[config.mk]
export PLATFORM = sky130hd
export DESIGN_NAME = regfile_arbiter
export DESIGN_NICKNAME = d
export VERILOG_FILES = /design/src/rtl/regfile_arbiter.sv
export SDC_FILE = /design/constraint.sdc
export NUM_CORES = 1
export LEC_CHECK = 0
export ABC_AREA = 1
export CAP_MARGIN = 20
export CORE_UTILIZATION = 45
export CTS_CLUSTER_SIZE = 10
export DETAILED_ROUTE_END_ITERATION = 12
export PLACE_DENSITY_LB_ADDON = 0.05
export RECOVER_POWER = 50
export REMOVE_ABC_BUFFERS = 1
export SLEW_MARGIN = 20
export SYNTH_ARGS = -nofsm -noshare
export SYNTH_HDL_FRONTEND = slang
export SYNTH_SLANG_ARGS = --single-unit
export TNS_END_PERCENT = 100
[constraint.sdc]
create_clock -name clk -period 3.12 [get_ports clk]
set_input_delay 0.312 -clock clk [delete_from_list [all_inputs] [get_ports clk]]
set_output_delay 0.312 -clock clk [all_outputs]
set_load 0.005 [all_outputs]
[src/rtl/regfile_arbiter.sv]
// rtl/regfile_arbiter.sv - round-robin arbiter and command sequencer for the register file command port
//
// Purpose: grants at most one of NREQ command sources per cycle and registers the
// winning command onto the register-file inputs. Idle cycles drive a no-op
// (WRITEREG=0, REGOP=0).
// Optional feature macro: REGARB_LOCK_EN (grant locking via req_lock).
//
// Ports:
//   clk, rst                 clock, synchronous active-high reset
//   req_valid[NREQ]          requester i has a command on its slice
//   req_cmd[NREQ*CW]         packed commands, requester i at [i*CW +: CW]
//   req_lock[NREQ]           keep the grant after this command (lock build only)
//   req_ready[NREQ]          combinational one-hot accept
//   rf_*                     registered command fields to the register file
//   issue_valid, issue_id    registered: rf_* carries a command from requester issue_id
//   cmd_count[16]            accepted-command counter, wraps
module regfile_arbiter #(
    parameter int NREQ = 2,
    parameter int CW   = 24
) (
    input  logic                 clk,
    input  logic                 rst,
    input  logic [NREQ-1:0]      req_valid,
    input  logic [NREQ*CW-1:0]   req_cmd,
    input  logic [NREQ-1:0]      req_lock,
    output logic [NREQ-1:0]      req_ready,
    output logic [1:0]           rf_regAddr1,
    output logic [1:0]           rf_regAddr2,
    output logic [7:0]           rf_immVal,
    output logic                 rf_WRITEREG,
    output logic [2:0]           rf_REGOP,
    output logic [7:0]           rf_wrData,
    output logic                 issue_valid,
    output logic [1:0]           issue_id,
    output logic [15:0]          cmd_count
);

    logic [1:0]  ptr_q, ptr_d;
    logic [1:0]  rf_addr1_q, rf_addr1_d;
    logic [1:0]  rf_addr2_q, rf_addr2_d;
    logic [7:0]  rf_imm_q, rf_imm_d;
    logic        rf_writereg_q, rf_writereg_d;
    logic [2:0]  rf_regop_q, rf_regop_d;
    logic [7:0]  rf_wrdata_q, rf_wrdata_d;
    logic        issue_valid_q, issue_valid_d;
    logic [1:0]  issue_id_q, issue_id_d;
    logic [15:0] cmd_count_q, cmd_count_d;

`ifdef REGARB_LOCK_EN
    logic        lock_active_q, lock_active_d;
    logic [1:0]  lock_owner_q, lock_owner_d;
`else
    logic        unused_lock;
    assign unused_lock = ^req_lock;
`endif

    logic [3:0]    valid4;
    logic [3:0]    eligible;
    logic [2:0]    probe;
    logic          grant_any;
    logic [1:0]    grant_idx;
    logic [CW-1:0] sel_cmd;
    logic [2:0]    ptr_next;

    // Arbitration: first eligible index at or after ptr, searched cyclically.
    always_comb begin
        valid4    = 4'(req_valid);
        eligible  = valid4;
`ifdef REGARB_LOCK_EN
        // A held lock masks everyone except the owner.
        if (lock_active_q) begin
            eligible = valid4 & (4'b0001 << lock_owner_q);
        end
`endif
        probe     = 3'd0;
        grant_any = 1'b0;
        grant_idx = 2'd0;
        for (int k = 0; k < NREQ; k++) begin
            probe = {1'b0, ptr_q} + 3'(k);
            if (probe >= 3'(NREQ)) begin
                probe = probe - 3'(NREQ);
            end
            if (!grant_any && eligible[probe[1:0]]) begin
                grant_any = 1'b1;
                grant_idx = probe[1:0];
            end
        end
        // Nothing is accepted while reset is asserted.
        if (rst) begin
            grant_any = 1'b0;
        end

        req_ready = '0;
        sel_cmd   = '0;
        for (int j = 0; j < NREQ; j++) begin
            req_ready[j] = grant_any && (grant_idx == 2'(j));
            if (grant_idx == 2'(j)) begin
                sel_cmd = req_cmd[j*CW +: CW];
            end
        end

        ptr_next = {1'b0, grant_idx} + 3'd1;
        if (ptr_next >= 3'(NREQ)) begin
            ptr_next = 3'd0;
        end
    end

    always_comb begin
        ptr_d         = ptr_q;
        rf_addr1_d    = rf_addr1_q;
        rf_addr2_d    = rf_addr2_q;
        rf_imm_d      = rf_imm_q;
        rf_wrdata_d   = rf_wrdata_q;
        issue_id_d    = issue_id_q;
        cmd_count_d   = cmd_count_q;
        rf_writereg_d = 1'b0;
        rf_regop_d    = 3'b000;
        issue_valid_d = 1'b0;
`ifdef REGARB_LOCK_EN
        lock_active_d = lock_active_q;
        lock_owner_d  = lock_owner_q;
`endif
        if (grant_any) begin
            rf_addr1_d    = sel_cmd[23:22];
            rf_addr2_d    = sel_cmd[21:20];
            rf_imm_d      = sel_cmd[19:12];
            rf_writereg_d = sel_cmd[11];
            rf_regop_d    = sel_cmd[10:8];
            rf_wrdata_d   = sel_cmd[7:0];
            issue_valid_d = 1'b1;
            issue_id_d    = grant_idx;
            cmd_count_d   = cmd_count_q + 16'd1;
`ifdef REGARB_LOCK_EN
            // Locking accept keeps ptr; the releasing accept rotates past the owner.
            if (req_lock[grant_idx]) begin
                lock_active_d = 1'b1;
                lock_owner_d  = grant_idx;
            end else begin
                lock_active_d = 1'b0;
                ptr_d         = ptr_next[1:0];
            end
`else
            ptr_d         = ptr_next[1:0];
`endif
        end
    end

    always_ff @(posedge clk) begin
        if (rst) begin
            ptr_q         <= 2'd0;
            rf_addr1_q    <= 2'd0;
            rf_addr2_q    <= 2'd0;
            rf_imm_q      <= 8'd0;
            rf_writereg_q <= 1'b0;
            rf_regop_q    <= 3'b000;
            rf_wrdata_q   <= 8'd0;
            issue_valid_q <= 1'b0;
            issue_id_q    <= 2'd0;
            cmd_count_q   <= 16'd0;
`ifdef REGARB_LOCK_EN
            lock_active_q <= 1'b0;
            lock_owner_q  <= 2'd0;
`endif
        end else begin
            ptr_q         <= ptr_d;
            rf_addr1_q    <= rf_addr1_d;
            rf_addr2_q    <= rf_addr2_d;
            rf_imm_q      <= rf_imm_d;
            rf_writereg_q <= rf_writereg_d;
            rf_regop_q    <= rf_regop_d;
            rf_wrdata_q   <= rf_wrdata_d;
            issue_valid_q <= issue_valid_d;
            issue_id_q    <= issue_id_d;
            cmd_count_q   <= cmd_count_d;
`ifdef REGARB_LOCK_EN
            lock_active_q <= lock_active_d;
            lock_owner_q  <= lock_owner_d;
`endif
        end
    end

    assign rf_regAddr1 = rf_addr1_q;
    assign rf_regAddr2 = rf_addr2_q;
    assign rf_immVal   = rf_imm_q;
    assign rf_WRITEREG = rf_writereg_q;
    assign rf_REGOP    = rf_regop_q;
    assign rf_wrData   = rf_wrdata_q;
    assign issue_valid = issue_valid_q;
    assign issue_id    = issue_id_q;
    assign cmd_count   = cmd_count_q;

endmodule
==> impl_metrics.env, run 1 <==
export IMPL_clock_latency_ns=0.30
export IMPL_crit_type="in2out"
export IMPL_first_iter_violations=83
export IMPL_synth_top_area_share_pct=41.2
export IMPL_core_area_um2=4500
export IMPL_crit_fanout=23
export IMPL_tritoncts="yes"
export IMPL_end_kind="primary output"
export IMPL_first_pass_iters=4
export IMPL_grt_pass1_wl_um=8780
export IMPL_postCtsSetupBuffers=0
export IMPL_yosysMostFrequentCell="nand2_1"
export IMPL_synthXorXnorAreaFrac_pct=0.401
export IMPL_fin_crit_sh_pct=84.0
export IMPL_synth_seq_cells=45
export IMPL_hold_class="reg2reg"
export IMPL_fp_row_count=24
export IMPL_max_vdd_ir_drop_mv=0.206
export IMPL_die_area_um2=5140
export IMPL_start_util_pct=48.5
export IMPL_drv_cap=0
export IMPL_synth_top_family_by_area="simple AND/OR/NAND/NOR gates"
export IMPL_drc=0
export IMPL_leakage_nw=1.36
export IMPL_finClkSkew_ns=0.00911
export IMPL_cts_buffers=5
export IMPL_tightestPinTransition_ns=0.618
export IMPL_maxSlewHeadroom_pct=58.7
export IMPL_num_nets_final=472
export IMPL_ctsRootBufferMaster="clkbuf_8"
export IMPL_vias=2223
export IMPL_outcome="completed"
export IMPL_dp_hpwl_um=3860
export IMPL_arrival_ns=2.31
export IMPL_synth_area_leaders="dfxtp_1 41%, nand2_1 20%, a21oi_1 7.8%"
export IMPL_overflow=0
export IMPL_grt_max_degree=28
export IMPL_crit_buf_inv=4
export IMPL_rsz0062_at_grt="no"
export IMPL_post_route_util_pct=71.4
export IMPL_post_drt_wl_per_cell_um=11.4
export IMPL_syn_inst=320
export IMPL_nFillCells=406
export IMPL_yosys_warnings=0
export IMPL_antenna_found_initial=0
export IMPL_cts_sinks=45
export IMPL_die_y_um=71.7
export IMPL_path_cells="clkdlybuf4s50_1, nand2_2, nand2_1, nand2_4, inv_2, nand2_1, inv_2, clkdlybuf4s50_1"
export IMPL_cts_hold_fix_buffers=0
export IMPL_synth_fa_ha_area_share_pct=2.29
export IMPL_syn2layout_area_growth_pct=47.3
export IMPL_synthDistinctLibCells=27
export IMPL_period_needed_ns=2.62
export IMPL_synth_top_area_cell="dfxtp_1"
export IMPL_synthMuxAreaShare_pct=0
export IMPL_netlist_area_um2=2180
export IMPL_die_w_um=71.7
export IMPL_crit_path_top_delay_cell="clkdlybuf4s50_1"
export IMPL_htree_levels=2
export IMPL_grt_pass1_vias=2005
export IMPL_final_setup_tns_ns=0
export IMPL_place_gp_congestion=0.767
export IMPL_synth_seq_area_share_pct=41.2
export IMPL_io_buffers=96
export IMPL_hold_viol_final=0
export IMPL_clock_fmax_mhz=381
export IMPL_power_density_nw_per_um2=357
export IMPL_yosys_area_share_simple_pct=37.7
export IMPL_cts_resized=0
export IMPL_synthFlopType="dfxtp_1"
export IMPL_io_pins=99
export IMPL_setup_viol=0
export IMPL_path_clk_slew_ns=0.09
export IMPL_worst_setup_path_start_kind="input pin"
export IMPL_cts_buffer_depth=2
export IMPL_drive_gt1_share_pct=5.54
export IMPL_critical_path_top_delay_family="buffers and inverters"
export IMPL_totalWireLength_um=5320
export IMPL_cp_required_ns=2.81
export IMPL_grtUsageTotal_pct=21.9
export IMPL_antenna_cells=0
export IMPL_ant_nets=0
export IMPL_synth_edf_count=0
export IMPL_async_flop_share_pct=0
export IMPL_slowest_delay_ns=0.52
export IMPL_post_synth_cell_area_avg_um2=6.83
export IMPL_slew_viol_final=0
export IMPL_synth_compound_area_share_pct=9.97
export IMPL_via_per_inst=4.76
export IMPL_synth_commonest_cells="119 x nand2_1, 45 x dfxtp_1, 34 x a21oi_1, 28 x nand3_1, 28 x nor2_1"
==> per-stage QoR <==
stage / instance area (um2) / total power [mW] / worst slack [ns] / hold WS [ns] / cells
6_report: 3220 / 1.15 / 0.498 / 0.442 / 467
5_1_grt: 3220 / 1.21 / 0.361 / 0.467 / 467
4_1_cts: 3230 / 1.17 / 0.781 / 0.446 / 467
3_5_place_dp: 3150 / 0.820 / 0.726 / 0.433 / 459
3_3_place_gp: 3150 / 0.816 / 0.753 / 0.431 / 459
2_1_floorplan: 2090 / 0.691 / 1.35 / 0.381 / 307
==> tightest hold or removal path, cell delays in order, from the launching register on <==
cell and delay [ns]:
dfxtp_1 0.31, nand2_1 0.06, nor2_1 0.04
==> layer usage <==
| metal | up-vias | share of wire, % | global-route usage, % |
|---|---|---|---|
| met1 | 949 | 43 | 25.1 |
| met4 | 0 | 1.7 | 8.06 |
| met2 | 67 | 48 | 37.0 |
| met3 | 9 | 8.1 | 8.72 |
| li1 | 1198 | - | - |
| met5 | - | 0 | 0 |
==> where the power goes <==
group          internal [mW]  switching, mW
registers              0.593         0.0108
clock network          0.155          0.194
logic                  0.111         0.0839
total                  0.859          0.289
==> logic make-up (layout without fill, tap and decap cells) <==
| family | after synthesis | count (layout) |
|---|---|---|
| other | 1 | 3 |
| AO/OA/AOI/OAI | 43 | 43 |
| buffers and inverters | 35 | 128 |
| XOR/XNOR | 1 | 1 |
| AND/OR/NAND/NOR | 191 | 191 |
| adder cells (fa/ha/maj) | 4 | 4 |
| flip-flops | 45 | 45 |
==> flip-flops by register name, indices dropped and copies added, names as in the netlist <==
name and count:
rf_immVal 8, rf_regAddr1 2, ptr_q 2, issue_id 2, rf_WRITEREG 1, rf_REGOP 3, rf_regAddr2 2, cmd_count 16
issue_valid 1, rf_wrData 8
==> cells in the final DEF (no fill, tap or decap), drive strengths merged <==
master,instances
nand3,29
clkdlybuf4s50,69
buf,4
ha,4
a21oi,34
xor2,1
nor3,3
clkbuf,6
nor2,32
dfxtp,45
o21ai,8
o21a,1
inv,19
nand4,1
nor3b,2
conb,3
clkinv,3
nand2,124
dlygate4sd3,27
==> cell type report <==
class	count	area [um2]	area share, %
clock buffers	6	72.6	2.26
clock inverters	2	10.0	0.311
inverters	20	80.1	2.49
multi-input cells	242	1100	34.1
flip-flops and latches	45	901	28.0
well taps	52	65.1	2.02
repair buffers	100	991	30.8
==> worst paths after layout <==
path	startpoint	to	slack, ns	depth (start not counted)
hold / removal	issue_id[1]	issue_id[1]	0.44	2
setup reg to reg	ptr_q[0]	rf_REGOP[0]	1.21	8
setup / recovery	req_valid[0]	req_ready[1]	0.50	8
hold reg to reg	issue_id[1]	issue_id[1]	0.44	2
(Power assumes the default switching activity.)
==> inputs of run 2 (changes only) <==
--- a/config.mk
+++ b/config.mk
@@ -7,7 +7,7 @@
 export LEC_CHECK = 0
 export ABC_AREA = 1
 export CAP_MARGIN = 20
-export CORE_UTILIZATION = 45
+export CORE_UTILIZATION = 37
 export CTS_CLUSTER_SIZE = 10
 export DETAILED_ROUTE_END_ITERATION = 12
 export PLACE_DENSITY_LB_ADDON = 0.05
==> constraint.sdc (replaced) <==
create_clock -name clk -period 2.3 [get_ports clk]
set_input_delay 0.23 -clock clk [delete_from_list [all_inputs] [get_ports clk]]
set_output_delay 0.23 -clock clk [all_outputs]
set_load 0.005 [all_outputs]
==> impl_metrics.env, run 2 (same netlist as run 1, synthesis figures left out) <==
export IMPL_r2r_slack_ns=0.54
export IMPL_end_kind="primary output"
export IMPL_die_w_um=78.8
export IMPL_die_y_um=78.8
export IMPL_hold_viol_final=0
export IMPL_period_needed_ns=2.10
export IMPL_ctsRootBufferMaster="clkbuf_8"
export IMPL_num_nets_final=475
export IMPL_tightestPinTransition_ns=1.25
export IMPL_ant_nets=0
export IMPL_crit_type="in2out"
export IMPL_start_util_pct=39.0
export IMPL_postCtsSetupBuffers=0
export IMPL_worst_setup_path_start_kind="input pin"
export IMPL_arrival_ns=1.87
export IMPL_overflow=0
export IMPL_htree_levels=2
export IMPL_drv_cap=0
export IMPL_cp_required_ns=2.07
export IMPL_clock_fmax_mhz=476
export IMPL_path_clk_slew_ns=0.09
export IMPL_totalWireLength_um=5310
export IMPL_post_drt_wl_per_cell_um=10.8
export IMPL_grt_pass1_wl_um=9320
export IMPL_antenna_found_initial=0
export IMPL_grtUsageTotal_pct=19.0
export IMPL_clock_latency_ns=0.30
export IMPL_leakage_nw=1.37
export IMPL_syn2layout_area_growth_pct=48.6
export IMPL_final_common_cell="nand2_1"
export IMPL_first_pass_iters=4
export IMPL_outcome="completed"
export IMPL_via_per_inst=4.59
export IMPL_io_pins=99
export IMPL_io_buffers=96
export IMPL_core_area_um2=5610
export IMPL_place_gp_congestion=0.804
export IMPL_placed_area_um2=3200
export IMPL_fp_row_count=27
export IMPL_cts_resized=0
export IMPL_maxSlewHeadroom_pct=16.5
export IMPL_cts_buffer_depth=2
export IMPL_grt_max_degree=28
export IMPL_cts_sinks=45
export IMPL_tritoncts="yes"
export IMPL_first_iter_violations=97
export IMPL_max_vdd_ir_drop_mv=0.240
export IMPL_vias=2247
export IMPL_place_inst=482
export IMPL_drc=0
export IMPL_finClkSkew_ns=0.00885
export IMPL_postLayoutCellArea_um2=3250
export IMPL_largest_register_ffs=16
export IMPL_power_density_nw_per_um2=481
export IMPL_hold_class="reg2reg"
export IMPL_antenna_cells=0
export IMPL_dp_hpwl_um=3920
export IMPL_crit_fanout=3
export IMPL_grt_pass1_vias=2142
export IMPL_die_area_um2=6220
export IMPL_drive_gt1_share_pct=5.26
export IMPL_cts_buffers=5
export IMPL_layout_common_cells="121 x nand2_1, 67 x clkdlybuf4s50_1, 45 x dfxtp_1"
export IMPL_final_cells=490
export IMPL_setup_viol=0
export IMPL_cts_hold_fix_buffers=0
export IMPL_rsz0062_at_grt="no"
export IMPL_fin_crit_sh_pct=91.3
export IMPL_final_setup_tns_ns=0
export IMPL_slew_viol_final=0
run 2: per-layer routing:
metal,global-route usage (%),part of all wire [%],vias to the layer above
li1,-,-,1207
met1,21.2,44,977
met2,34.0,47,56
met3,5.63,6.7,7
met4,6.55,1.5,0
met5,0,0,-
run 2: final timing paths:
kind | start | endpoint | cells after the start
min | issue_id[1] | issue_id[1] | 2
max reg2reg | ptr_q[0] | rf_wrData[1] | 10
max | req_valid[1] | req_ready[0] | 8
min reg2reg | issue_id[1] | issue_id[1] | 2
run 2: area by class of cell:
cell class | instances | area (um2)
flip-flops and latches | 45 | 901
fillers | 574 | 2360
well taps | 72 | 90.1
repair buffers | 103 | 1010
multi-input cells | 242 | 1080
inverters | 20 | 80.1
clock buffers | 6 | 72.6
clock inverters | 2 | 10.0
run 2: through the flow:
step	power, mW	hold slack, ns	setup slack [ns]	utilization [%]
finish	1.56	0.450	0.199	57.9
global route	1.64	0.493	0.0725	57.9
CTS	1.59	0.450	0.178	58.5
detailed placement	1.12	0.436	0.187	57.0
global placement	1.12	0.430	0.216	57.0
floorplan	0.937	0.299	0.537	-
run 2: power by group:
group	leakage [nW]	switching, mW	internal, mW
Combinational	0.959	0.116	0.153
Sequential	0.366	0.0145	0.804
Clock	0.0450	0.264	0.211
Total	1.37	0.394	1.17
run 2: worst max-delay path, cell delays in order:
cell and delay (ns):
clkdlybuf4s50_1 0.47, inv_1 0.08, a21oi_1 0.19, inv_1 0.12
ha_1 0.23, inv_1 0.06, nor2_1 0.05, clkdlybuf4s50_1 0.44
